**src/rtl/ring_osc_tuner.sv**
```systemverilog
// Ring-oscillator frequency tuner: counts synchronized gen_i edges over a fixed
// window and steps freq_sel_o until the count sits within TOL of target_i.
module ring_osc_tuner #(
  parameter int COUNT_WIDTH   = 12,
  parameter int WINDOW_CYCLES = 1024,
  parameter int SETTLE_CYCLES = 16,
  parameter int TOL           = 2
) (
  input  logic                   fpga_clk_i,
  input  logic                   reset_i,
  input  logic                   enable_i,
  input  logic                   gen_i,
  input  logic [COUNT_WIDTH-1:0] target_i,
  output logic [3:0]             freq_sel_o,
  output logic [COUNT_WIDTH-1:0] count_o,
  output logic                   locked_o,
  output logic                   sat_o
);

  localparam int TMAX = (WINDOW_CYCLES > SETTLE_CYCLES) ? WINDOW_CYCLES : SETTLE_CYCLES;
  localparam int TW   = $clog2(TMAX) + 1;

  localparam logic [TW-1:0]          WIN_LOAD = TW'(WINDOW_CYCLES - 1);
  localparam logic [TW-1:0]          SET_LOAD = TW'(SETTLE_CYCLES - 1);
  localparam logic [TW-1:0]          T_ONE    = TW'(1);
  localparam logic [COUNT_WIDTH-1:0] CNT_MAX  = '1;
  localparam logic [COUNT_WIDTH-1:0] CNT_ONE  = COUNT_WIDTH'(1);
  localparam logic [COUNT_WIDTH:0]   TOL_EXT  = (COUNT_WIDTH + 1)'(TOL);
  localparam logic [COUNT_WIDTH:0]   MAX_EXT  = {1'b0, CNT_MAX};

  // state   | meaning
  // IDLE    | disabled, waiting for enable_i
  // SETTLE  | let the oscillator settle after a code change
  // MEASURE | count gen_i edges over one window
  // ADJUST  | compare count_o with target, step code or lock
  // LOCKED  | back-to-back windows, one miss forgiven
  typedef enum logic [2:0] {IDLE, SETTLE, MEASURE, ADJUST, LOCKED} state_t;

  state_t                 state;
  logic [TW-1:0]          timer;
  logic [COUNT_WIDTH-1:0] edges;
  logic                   miss;
  logic                   s1, s2, s3;
  logic                   rise;

  logic [COUNT_WIDTH-1:0] edges_next;
  logic [COUNT_WIDTH-1:0] cmp_val;
  logic [COUNT_WIDTH:0]   tgt_ext, lo_ext, hi_ext, hi_c;
  logic                   too_low, too_high, in_tol;
  logic [3:0]             freq_adj;
  logic                   at_limit;

  assign rise = s2 & ~s3;

  always_comb begin
    edges_next = edges;
    if (rise && (edges != CNT_MAX)) edges_next = edges + CNT_ONE;
  end

  // LOCKED judges the window that is closing this cycle, ADJUST judges count_o
  always_comb begin
    cmp_val  = (state == LOCKED) ? edges_next : count_o;
    tgt_ext  = {1'b0, target_i};
    lo_ext   = (tgt_ext >= TOL_EXT) ? (tgt_ext - TOL_EXT) : '0;
    hi_ext   = tgt_ext + TOL_EXT;
    hi_c     = (hi_ext > MAX_EXT) ? MAX_EXT : hi_ext;
    too_low  = ({1'b0, cmp_val} < lo_ext);
    too_high = ({1'b0, cmp_val} > hi_c);
    in_tol   = ~too_low & ~too_high;
  end

  always_comb begin
    freq_adj = freq_sel_o;
    at_limit = 1'b0;
    if (too_low) begin
      if (freq_sel_o == 4'd15) at_limit = 1'b1;
      else                     freq_adj = freq_sel_o + 4'd1;
    end else if (too_high) begin
      if (freq_sel_o == 4'd0)  at_limit = 1'b1;
      else                     freq_adj = freq_sel_o - 4'd1;
    end
  end

  always_ff @(posedge fpga_clk_i or posedge reset_i) begin
    if (reset_i) begin
      s1         <= 1'b0;
      s2         <= 1'b0;
      s3         <= 1'b0;
      state      <= IDLE;
      timer      <= '0;
      edges      <= '0;
      miss       <= 1'b0;
      freq_sel_o <= 4'd8;
      count_o    <= '0;
      locked_o   <= 1'b0;
      sat_o      <= 1'b0;
    end else begin
      s1 <= gen_i;
      s2 <= s1;
      s3 <= s2;
      if (!enable_i) begin
        state    <= IDLE;
        timer    <= '0;
        edges    <= '0;
        miss     <= 1'b0;
        locked_o <= 1'b0;
      end else begin
        case (state)
          IDLE: begin
            state <= SETTLE;
            timer <= SET_LOAD;
          end
          SETTLE: begin
            if (timer == '0) begin
              state <= MEASURE;
              timer <= WIN_LOAD;
              edges <= '0;
            end else begin
              timer <= timer - T_ONE;
            end
          end
          MEASURE: begin
            if (timer == '0) begin
              count_o <= edges_next;
              state   <= ADJUST;
            end else begin
              timer <= timer - T_ONE;
              edges <= edges_next;
            end
          end
          ADJUST: begin
            if (in_tol) begin
              locked_o <= 1'b1;
              sat_o    <= 1'b0;
              miss     <= 1'b0;
              state    <= LOCKED;
              timer    <= WIN_LOAD;
              edges    <= '0;
            end else begin
              freq_sel_o <= freq_adj;
              if (at_limit) sat_o <= 1'b1;
              state <= SETTLE;
              timer <= SET_LOAD;
            end
          end
          LOCKED: begin
            if (timer == '0) begin
              count_o <= edges_next;
              edges   <= '0;
              timer   <= WIN_LOAD;
              if (in_tol) begin
                miss <= 1'b0;
              end else if (!miss) begin
                miss <= 1'b1;
              end else begin
                miss       <= 1'b0;
                locked_o   <= 1'b0;
                freq_sel_o <= freq_adj;
                if (at_limit) sat_o <= 1'b1;
                state <= SETTLE;
                timer <= SET_LOAD;
              end
            end else begin
              timer <= timer - T_ONE;
              edges <= edges_next;
            end
          end
          default: state <= IDLE;
        endcase
      end
    end
  end

endmodule
```
**config.mk**
```make
export PLATFORM = sky130hd
export DESIGN_NAME = ring_osc_tuner
export DESIGN_NICKNAME = d
export VERILOG_FILES = /design/src/rtl/ring_osc_tuner.sv
export SDC_FILE = /design/constraint.sdc
export NUM_CORES = 1
export LEC_CHECK = 0
export ABC_AREA = 1
export CORE_ASPECT_RATIO = 0.75
export CORE_MARGIN = 2
export CORE_UTILIZATION = 40
export DETAILED_ROUTE_END_ITERATION = 10
export DONT_BUFFER_PORTS = 1
export PLACE_DENSITY = 0.55
export SYNTH_ARGS = -nofsm -noshare
export SYNTH_HDL_FRONTEND = slang
export SYNTH_SLANG_ARGS = --single-unit
```
**constraint.sdc**
```tcl
create_clock -name fpga_clk_i -period 3.8 [get_ports fpga_clk_i]
set_input_delay 1.14 -clock fpga_clk_i [delete_from_list [all_inputs] [get_ports fpga_clk_i]]
set_output_delay 1.14 -clock fpga_clk_i [all_outputs]
set_load 0.05 [all_outputs]
```
==> results.toml <==
[pwr]
power_density_mw_per_mm2 = 412
vdd_drop_max_v = 0.000334
p_leak_nw = 2.62

[final_layout]
final_area_mm2 = 0.00550
final_util_pct = 53.1
area_delta_synth_final_pct = 28.6
nets = 732
antennaDiodeCount = 0
drive_above_1_share_pct = 30.0

[synth]
syn-cell-area_mm2 = 0.00428
syn_inst = 623
ys_warn_count = 0
synthDistinctLibCells = 44
avgSynthCellArea_um2 = 6.87
ys_ff_latch = 48
async_flop_share_pct = 100
ys.flop_type = "dfrtp_1"
synth_edf_count = 0
syn-num-nets = 670
yosysSeqAreaShare_pct = 28.1

[detailed_routing]
drc = 0
viasPerCell = 5.18
dr_total_vias = 4254
wl_per_cell_um = 14.9
postRouteAntennaNets = 0
wl_um = 12300
dr.pass1.iters = 5
drtIter0Drc = 276

[cts]
cts_buffers = 5
clkSinkCount = 48
htreeDepth = 2
clockRootBuffer = "clkbuf_16"
max-clock-path-buffers = 2
clk_pin_slew_ns = 0.07
insertion_delay_ns = 0.29
cts_tree = "done"

[sta]
worst_pin_slew_ns = 1.04
tns_ns = -0.678
setup_viol = 12
rsz0062_at_grt = "yes"
post-route-period-util_pct = 102
max-slew-margin-rel_pct = 30.4
fin_ws_ns = -0.0799
max_freq_mhz = 258
finalHoldViolCount = 0
fin_hold_ws_ns = 0.357
finClkSkew_ns = 0.00955
finalCriticalPeriod_ns = 3.88
slew_violations = 0

[worst_setup_path]
required_ns = 3.98
crit_type = "primary input to flop"
cpPeakStageDelay_ns = 0.34
cp_max_fo = 5
end_kind = "flop"
slowest_stage = "ha_1"
crit_chain = "inv_8, nor4_4, nand3_2, nor2_2, nand2_1, xor2_1, inv_2, nand4_1, nand2_2, nor2_1, ha_1, inv_2, nor3_2, nand2_1, o21bai_1, a21o_2, nand2_8, nand2_8, nand2_8, nand2_4, nand2_1, o21ai_0"
cp-start-kind = "primary input"
crit_arrival_ns = 4.06

[grt]
grt_max_degree = 49
grt.total_usage_pct = 21.0
grt_overflow = 0
grt_first_pass_wirelength_um = 19300
grt_pass1_vias = 3806
antenna_found_initial = 0

[die]
initial_core_util_pct = 41.3
die_area_mm2 = 0.0116
fp.dieW_um = 123
die_h_um = 93.6
io_pins = 34
core_mm2 = 0.0104
fp-row-count = 32

[placement]
pre_cts_ws_ns = -0.356
gp_congestion = 0.867
dpl_cell_area_mm2 = 0.00476
port_buffers = 0
place_hpwl_um = 8980

[flow_run]
drv_cap = 0

[outcome]
status = "finished with violations"
violations = "negative setup slack"

[hold_path]
hold_path.class = "flop to flop"
==> cell usage after synthesis, types with 2 or more instances <==
library cell	number	area [µm²]
clkbuf_1	6	22.5
nand3_1	31	155
nand3_2	4	40.0
nor2_2	5	31.3
o21ai_0	48	240
dfrtp_1	47	1180
nand2_2	8	50.1
nand2_4	2	22.5
o21ai_2	6	52.6
o21bai_1	2	15.0
nand2_8	4	80.1
xor2_1	25	219
inv_2	9	33.8
nor3_2	3	30.0
o22ai_1	2	12.5
nor3_1	13	65.1
o31ai_1	2	15.0
ha_1	30	375
nor4_1	4	25.0
nand2_1	175	657
buf_2	3	15.0
a21oi_1	16	80.1
inv_1	74	278
nand4_1	9	56.3
nor2_1	75	282
xnor2_1	2	17.5
==> timing repair <==
action,4_1_cts,5_1_grt
pin swaps,8,54
buffers inserted,6,11
hold buffers,0,0
resized for setup,13,101
cloned,2,3
hold endpoints to repair,0,0
setup endpoints to repair,19,28
==> report_power, final <==
group / internal [mW] / switching, mW
sequential: 0.574 / 0.179
combinational: 0.333 / 0.596
clock: 0.380 / 0.206
==> per-layer routing <==
| metal | wire length, µm | track usage (%) |
|---|---|---|
| met5 | 0 | 0 |
| met3 | 565 | 3.11 |
| met4 | 95 | 3.79 |
| met1 | 6200 | 32.0 |
| met2 | 5390 | 31.5 |
==> state kept, by name, indices dropped and copies added, names as in the netlist <==
signal	cells
count_o	12
s3	1
s2	1
sat_o	1
timer	11
locked_o	1
freq_sel_o	4
s1	1
state	3
miss	1
edges	12
==> final cells by class <==
class,count,area (µm²)
inverters,84,333
repair buffers,61,465
well taps,136,170
flip-flops and latches,48,1200
clock buffers,5,125
clock inverters,3,68.8
fillers,1014,4870
multi-input cells,485,3140
==> placed cells by master (no fill, tap or decap), types with 2 or more instances in the layout <==
cell       instances
a21oi_1           11
ha_4               6
buf_6              2
nor2_2             9
nor3_1            11
nand2_4           11
xnor2_1            2
buf_4             59
clkbuf_16          5
nor2_1            65
ha_2               2
nor2_4             7
nand4_1            9
xor2_1            23
nand2_1          150
nand3_4            3
o21bai_1           2
bufinv_16          2
inv_6              2
xor2_2             2
nand2_8            5
ha_1              22
dfrtp_1           47
inv_2             18
o21ai_0           30
nand3_2            5
nor4_2             4
o21ai_1           10
a21oi_2            5
nand3_1           27
o31ai_1            2
inv_4              2
nand2_2           28
inv_1             62
o21ai_2           14
nor3_2             5
==> path summary, 6_finish.rpt <==
| check | startpoint | end | slack [ns] | cells after the start |
|---|---|---|---|---|
| hold / removal | s1 | s2 | 0.36 | 0 |
| hold reg to reg | s1 | s2 | 0.36 | 0 |
| setup / recovery | target_i[3] | edges[0] | -0.08 | 22 |
| setup reg to reg | edges[1] | edges[0] | 0.20 | 22 |
| min in group asynchronous | reset_i | count_o[11] | 0.96 | 1 |
| max in group asynchronous | reset_i | edges[10] | 2.16 | 1 |
==> critical path: cells and delay by family <==
kind                     cells  cell delay (ns)
XOR/XNOR                     1             0.17
AO/OA/AOI/OAI                3             0.51
adder cells (fa/ha/maj)      1             0.34
AND/OR/NAND/NOR             14             1.75
buffers and inverters        3             0.14
==> through the flow <==
step / cells / total power [mW]
after floorplan: 623 / 1.36
after global placement: 792 / 1.51
after detailed placement: 792 / 1.52
after CTS: 808 / 2.14
after global routing: 822 / 2.41
final: 822 / 2.27
==> kinds of logic after synthesis <==
| kind of cell | share of synthesized area [%] |
|---|---|
| buffers and inverters | 8.97 |
| AO/OA/AOI/OAI | 10.9 |
| adder cells (fa/ha/maj) | 9.24 |
| flip-flops | 28.1 |
| XOR/XNOR | 6.08 |
| AND/OR/NAND/NOR | 36.7 |
Note: power is estimated with default switching activity, not from simulation.
